<file path="config.mk">
export PLATFORM = sky130hd
export DESIGN_NAME = pulse_stretcher_flat
export DESIGN_NICKNAME = d
export VERILOG_FILES = /design/src/rtl/pulse_stretcher_if.sv /design/src/rtl/pulse_stretcher.sv /design/src/flat_wrapper.sv
export SDC_FILE = /design/constraint.sdc
export NUM_CORES = 1
export LEC_CHECK = 0
export BUFFER_PORTS_ARGS = -buffer_cell sky130_fd_sc_hd__clkbuf_2
export CORE_MARGIN = 1
export CORE_UTILIZATION = 58
export CTS_BUF_LIST = sky130_fd_sc_hd__clkbuf_8 sky130_fd_sc_hd__clkbuf_16
export CTS_CLUSTER_DIAMETER = 100
export CTS_CLUSTER_SIZE = 25
export DETAILED_ROUTE_END_ITERATION = 16
export PLACE_DENSITY = 0.83
export SKIP_CTS_REPAIR_TIMING = 1
export SYNTH_ARGS = -nofsm -noshare
export SYNTH_HDL_FRONTEND = slang
export SYNTH_SLANG_ARGS = --single-unit
</file>
<file path="constraint.sdc">
create_clock -name clk -period 3.2 [get_ports clk]
set_input_delay 0.32 -clock clk [delete_from_list [all_inputs] [get_ports clk]]
set_output_delay 0.32 -clock clk [all_outputs]
set_load 0.02 [all_outputs]
</file>
<file path="src/rtl/pulse_stretcher_if.sv">
// Trigger/length request and stretched-level status of a pulse stretcher.
interface pulse_stretcher_if #(
  parameter int unsigned CNT_W = 16
);
  logic             trig_in;
  logic [CNT_W-1:0] len_in;
  logic             level_out;
  logic             busy;
  logic             done;
  logic             missed;

  modport master (
    output trig_in, len_in,
    input  level_out, busy, done, missed
  );

  modport slave (
    input  trig_in, len_in,
    output level_out, busy, done, missed
  );
endinterface

</file>
<file path="src/rtl/pulse_stretcher.sv">
// Stretches single-cycle trigger events into a registered level of programmable length,
// with optional retrigger, forced-low holdoff, and done/missed reporting.
module pulse_stretcher #(
  parameter int unsigned CNT_W       = 16,
  parameter int unsigned DEFAULT_LEN = 10,
  parameter int unsigned RETRIGGER   = 1,
  parameter int unsigned GAP         = 0
) (
  input  logic              clk,
  input  logic              reset_n,
  pulse_stretcher_if.slave  bus
);

  if (DEFAULT_LEN < 1) begin : g_bad_default_len
    $error("pulse_stretcher: DEFAULT_LEN must be at least 1");
  end

  localparam logic [1:0] StIdle    = 2'd0;
  localparam logic [1:0] StActive  = 2'd1;
  localparam logic [1:0] StHoldoff = 2'd2;

  localparam int unsigned      GapW    = (GAP > 1) ? $clog2(GAP + 1) : 1;
  localparam logic [GapW-1:0]  GapLoad = GapW'(GAP);
  localparam logic [CNT_W-1:0] DefLen  = CNT_W'(DEFAULT_LEN);

  logic [1:0]       state_q, state_d;
  logic [CNT_W-1:0] cnt_q, cnt_d;
  logic [GapW-1:0]  gap_q, gap_d;
  logic             level_q, level_d;
  logic             busy_q, busy_d;
  logic             done_q, done_d;
  logic             missed_q, missed_d;
  logic [CNT_W-1:0] eff_len;

  assign eff_len = (bus.len_in == '0) ? DefLen : bus.len_in;

  always_comb begin
    state_d  = state_q;
    cnt_d    = cnt_q;
    gap_d    = gap_q;
    level_d  = level_q;
    busy_d   = busy_q;
    done_d   = 1'b0;
    missed_d = 1'b0;
    unique case (state_q)
      StIdle: begin
        if (bus.trig_in) begin
          state_d = StActive;
          cnt_d   = eff_len;
          level_d = 1'b1;
          busy_d  = 1'b1;
        end
      end
      StActive: begin
        if (bus.trig_in && (RETRIGGER != 0)) begin
          // Reload wins over expiry, so the level never glitches low.
          cnt_d = eff_len;
        end else begin
          missed_d = bus.trig_in;
          if (cnt_q <= CNT_W'(1)) begin
            cnt_d   = '0;
            level_d = 1'b0;
            done_d  = 1'b1;
            if (GAP > 0) begin
              state_d = StHoldoff;
              gap_d   = GapLoad;
            end else begin
              state_d = StIdle;
              busy_d  = 1'b0;
            end
          end else begin
            cnt_d = cnt_q - CNT_W'(1);
          end
        end
      end
      StHoldoff: begin
        missed_d = bus.trig_in;
        if (gap_q <= GapW'(1)) begin
          state_d = StIdle;
          gap_d   = '0;
          busy_d  = 1'b0;
        end else begin
          gap_d = gap_q - GapW'(1);
        end
      end
      default: begin
        state_d = StIdle;
        cnt_d   = '0;
        gap_d   = '0;
        level_d = 1'b0;
        busy_d  = 1'b0;
      end
    endcase
  end

  always_ff @(posedge clk or negedge reset_n) begin
    if (!reset_n) begin
      state_q  <= StIdle;
      cnt_q    <= '0;
      gap_q    <= '0;
      level_q  <= 1'b0;
      busy_q   <= 1'b0;
      done_q   <= 1'b0;
      missed_q <= 1'b0;
    end else begin
      state_q  <= state_d;
      cnt_q    <= cnt_d;
      gap_q    <= gap_d;
      level_q  <= level_d;
      busy_q   <= busy_d;
      done_q   <= done_d;
      missed_q <= missed_d;
    end
  end

  assign bus.level_out = level_q;
  assign bus.busy      = busy_q;
  assign bus.done      = done_q;
  assign bus.missed    = missed_q;

endmodule

</file>
<file path="src/flat_wrapper.sv">
// flat-port wrapper written by rule: the top's interface ports become plain ports
module pulse_stretcher_flat 
#(
  parameter int unsigned CNT_W       = 16,
  parameter int unsigned DEFAULT_LEN = 10,
  parameter int unsigned RETRIGGER   = 1,
  parameter int unsigned GAP         = 0
)
  (clk, reset_n, bus_trig_in, bus_len_in, bus_level_out, bus_busy, bus_done, bus_missed);
  pulse_stretcher_if #(.CNT_W(CNT_W)) bus_i ();
  input  logic clk;
  input  logic reset_n;
  input wire logic [$bits(bus_i.trig_in)-1:0] bus_trig_in;
  input wire logic [$bits(bus_i.len_in)-1:0] bus_len_in;
  output wire logic [$bits(bus_i.level_out)-1:0] bus_level_out;
  output wire logic [$bits(bus_i.busy)-1:0] bus_busy;
  output wire logic [$bits(bus_i.done)-1:0] bus_done;
  output wire logic [$bits(bus_i.missed)-1:0] bus_missed;
  assign bus_i.trig_in = bus_trig_in;
  assign bus_i.len_in = bus_len_in;
  assign bus_level_out = bus_i.level_out;
  assign bus_busy = bus_i.busy;
  assign bus_done = bus_i.done;
  assign bus_missed = bus_i.missed;
  pulse_stretcher #(.CNT_W(CNT_W), .DEFAULT_LEN(DEFAULT_LEN), .RETRIGGER(RETRIGGER), .GAP(GAP)) u_core (.clk(clk), .reset_n(reset_n), .bus(bus_i));
endmodule
</file>
## After elaboration in Yosys (flattened, before gate mapping)

Index checks and enable logic that the tools add are counted.

| storage, ports and cells | value |
|---|---|
| word-level logic and storage cells | 46 |
| register bits after elaboration | 23 |

| operators by class | value |
|---|---|
| $add $sub $neg | 2 |
| reductions and logical operators | 6 |
| mux-type cells | 22 |
| order comparisons | 2 |
| eq/ne operators | 6 |
| bitwise logic cells | 1 |

Operators with widths:

| kind | count |
|---|---|
| two-way mux 16 bit | 4 |
| one-hot mux 16 bit (3 select lines) | 1 |
| <= comparator 16 x 1 -> 1 bit (second input constant) | 1 |
| zero test 16 bit | 1 |
| subtractor 16 x 1 -> 16 bit (second input constant) | 1 |
| two-way mux 1 bit | 9 |
| two-way mux 2 bit | 4 |
| AND reduction 4 bit | 2 |
| one-hot mux 1 bit (3 select lines) | 2 |
| one-hot mux 2 bit (3 select lines) | 1 |
| inequality test 2 x 1 -> 1 bit (second input constant) | 2 |
| inequality test 2 bit (second input constant) | 2 |
| == test 2 x 1 -> 1 bit (second input constant) | 1 |
| == test 2 bit (second input constant) | 1 |
| zero test 2 bit | 1 |
| one-hot mux 1 bit (2 select lines) | 1 |
| AND reduction 2 bit | 1 |
| OR reduction 2 bit | 1 |
| <= comparator 1 bit (second input constant) | 1 |
| NOT 1 bit | 1 |
| subtractor 1 bit (second input constant) | 1 |

## Depth between registers and ports, before layout

| depth | value |
|---|---|
| depth after elaboration | 4 |
| mapped depth | 7 |
| mapped depth without buffers | 7 |

## Worst setup path after synthesis

No wires, ideal clock.

| path | value |
|---|---|
| path type | register to register |
| start point | register u_core.cnt_q[6] |
| end point | register u_core.cnt_q[10] |
| required time | 3.067 ns |
| cell stages (with the launch flop) | 7 |
| arrival | 1.863 ns |
| clock period less this slack | 1.996 ns |
| setup slack | 1.204 ns |
| buffers on the path | 1 |
| setup time | 0.133 ns |
| cells stage by stage | dfrtp_1 or4_1 buf_2 nor4_4 nand2_4 a221oi_2 a21oi_1 |

| on the way | value |
|---|---|
| longest elaborated chain between the ends | 4 |

Ends and longest elaborated chain:

| item | line | text |
|---|---|---|
| start: declaration | pulse_stretcher.sv:27 | `logic [CNT_W-1:0] cnt_q, cnt_d;` |
| start signal: assignment | pulse_stretcher.sv:107 | `cnt_q <= cnt_d;` |
| subtractor 16 x 1 -> 16 bit or <= comparator 16 x 1 -> 1 bit (tied branches) | pulse_stretcher.sv:72, pulse_stretcher.sv:60 |  |
| two-way mux 16 bit (*) | pulse_stretcher.sv:60 | `if (cnt_q <= CNT_W'(1)) begin` |
| two-way mux 16 bit (*) | pulse_stretcher.sv:55 | `if (bus.trig_in && (RETRIGGER != 0)) begin` |
| one-hot mux 16 bit (3 select lines) (*) | pulse_stretcher.sv:45 | `unique case (state_q)` |

Every way passes the cells marked *; elsewhere a longest branch is shown, timed or not.
A chain may end at the register's enable or synchronous reset.

## Worst setup path in the final report

Ends and elaborated chain as after synthesis.

==> results.md <==
- I/O pins: 23
- WP data required: 3.31 ns
- FFs w/ async S/R, synth: between 90% and 100%
- H-tree Lvls: 1
- Synth Area in Compound Gates: 21.67%
- CP Max Fanout: 9
- Post-Synthesis Cells: 143
- Final hold vios: 0
- Clock Pin Slew Worst Setup and Hold Paths: 0.08 ns
- Vias in the first global route: 1002
- Max Root-Sink Buffers: 2
- Adder-Cell Fraction of Synth Area: ~2%
- Max-Cap Viols: 0
- EDFF count, synth: 0
- Drt wl/cell: 16.44 µm
- Starting density of the core: 62.06%
- Die area: 2309 µm²
- Clock Skew: approximately 0.007 ns
- Yosys reg bits: 18
- Mux cell area share after synthesis: 2.442%
- Worst skew pair latency: about 0.26 ns
- Worst Tran Pin Value: 0.8090 ns
- Initial antenna violation count: 0
- Nets@finish: 182
- Synthesized Nets: between 150 and 200
- Power per cell area: 416.4 nW/µm²
- CTS Buf Count: 3
- Fin worst setup slack: 0.8905 ns
- GP Congestion: approximately 0.94
- DR iter-0 viols: 86
- Die height: about 48 µm
- Post-place setup slack: roughly 0.95 ns
- Routed WL: 3.075 mm
- FP Rows: 16
- Maximum number of pins on one net before global-route repair: 37
- CTS Root Cell: clkbuf_8
- Vias: 1223
- Synth Area in Simple Gates: 30.21%
- CP arrival: 2.42 ns
- First-pass GRT wire length: between 4 and 5 mm
- Post-synth top flop: dfrtp_1
- Status: completed
- Chip width: a little under 50 µm
- Post-route minimum period: 2.310 ns
- Crit path launch type: flip-flop
- Core area: 1982 µm²
- Most frequent cells in the layout: clkbuf_2 (21), dfrtp_1 (18), a21oi_1 (15)
- Setup Viol. Count Final: 0
- Antenna diodes: 0
- Unrepaired setup endpoints after global routing: false
- Largest family of logic cells by synthesized area: simple AND/OR/NAND/NOR gates
- IO buf count: 21
- Post-synthesis cell type count: 45
- Mapped Area: ~1200 µm²
- Post-synthesis sequential area ratio: between 30% and 40%
- Post-layout util: 69.89%
- P_leak: 0.6013 nW
- Layout cells sized above 1: ~21%
- Clock sinks: 18
- Hold WC Path Type: in -> async
- Post-DP HPWL: about 2.2 mm
- Syn avg cell area: 8.601 µm²
- Pre-Repair DR Iteration Count: 4
- Max VDD drop: 0.2472 mV
- Max-slew headroom: between 40% and 50%
- Yosys warning total: 0
- Critical path endpoint category: flip-flop
- GRT Residual Overflow: 0
- WHS: between 0.004 and 0.005 ns
- Setup Crit Path Kind: reg -> reg
- DR DRC count: 0
- Post-DR vias/cell: 6.540
- CTS tree: yes
- Final period util: roughly 72%
- Post-Synth XOR/XNOR Area: 1.424%
- Area Overhead vs Synth: 12.61%
- Total GRT Usage: 29.57%
- ANT nets after route: 0
- Max Slew Vio Count: 0
- Fmax: 433.0 MHz
- Setup total negative slack: 0 ns
- Most common cell after layout, fill and taps aside: clkbuf_2
kinds of logic after synthesis:
| kind of cell | after synthesis |
|---|---|
| AOI/OAI and AO/OA | 39 |
| DFF | 18 |
| buffers and inverters | 15 |
| adders and majority gates | 2 |
| and+or+nand+nor | 63 |
| muxes | 3 |
| xor gates and xnor gates | 2 |
| other | 1 |
worst max-delay path, stage by stage, from the launching register on:
cell and delay [ns]:
dfrtp_1 0.42, or4_1 0.69, nor4_4 0.52, nand2_4 0.18
a221oi_2 0.28, a21oi_1 0.07
metrics by stage:
stage | power [mW] | cell area, µm² | instances
after floorplan | 0.3488 | 1230 | 143
after global placement | 0.3813 | 1330 | 183
after detailed placement | 0.3862 | 1330 | 183
after CTS | 0.5745 | 1385 | 187
after global routing | 0.6006 | 1385 | 187
final | 0.5767 | 1385 | 187
layout make-up:
class                      count  area [µm²]
clock buffer                   4       55.05
fill                         157       596.8
inverter                       7       26.28
multi-input combinational    110       714.4
sequential                    18       450.4
tap                           27       33.78
timing repair buffer          21       105.1
worst paths after layout:
path / from / to / slack (ns) / depth (start not counted)
worst max-delay path: u_core.cnt_q[6] / u_core.cnt_q[10] / 0.89 / 5
min in group clk: bus_len_in[15] / u_core.cnt_q[15] / 0.29 / 3
worst max register to register: u_core.cnt_q[6] / u_core.cnt_q[10] / 0.89 / 5
worst min-delay path: reset_n / u_core.cnt_q[6] / 0.005 / 1
worst min register to register: u_core.cnt_q[13] / u_core.cnt_q[13] / 0.58 / 2
max in group asynchronous: reset_n / u_core.cnt_q[12] / 2.86 / 1
routing by layer:
metal	track usage, %	vias up	part of all wire, %
met5	0	-	0
met4	11.11	0	3.4
met3	3.774	16	8.1
met2	49.46	67	49
met1	38.84	572	39
li1	-	568	-
power by group:
group	switching [mW]	total, mW	internal (mW)
Clock	0.0819	0.191	0.109
Sequential	0.0296	0.278	0.248
Combinational	0.0620	0.108	0.0458
Total	0.174	0.577	0.403
sequential cells by signal, summed over array words and instances, names as in the netlist:
name,flops
u_core.bus.done,1
u_core.state_q,1
u_core.cnt_q,16
cell usage after synthesis, types with 2 or more instances:
master    number  area, µm²
a21oi_1       15      75.07
a221oi_2       2      30.03
a31oi_1        3      18.77
and4b_1        2      20.02
buf_4          2      15.01
clkbuf_1       5      18.77
dfrtp_1       18      450.4
ha_1           2      25.02
inv_1          6      22.52
mux2i_1        3      30.03
nand2_1       12      45.04
nand3_1        3      15.01
nor2_1        11      41.29
nor2b_1        5      31.28
nor3_1         6      30.03
nor4_1         8      50.05
o21ai_0        2      10.01
o21ai_1        5      25.02
o31ai_1        4      30.03
or3_1          3      18.77
or4_1          2      15.01
Power figures use the tool's default switching activity.
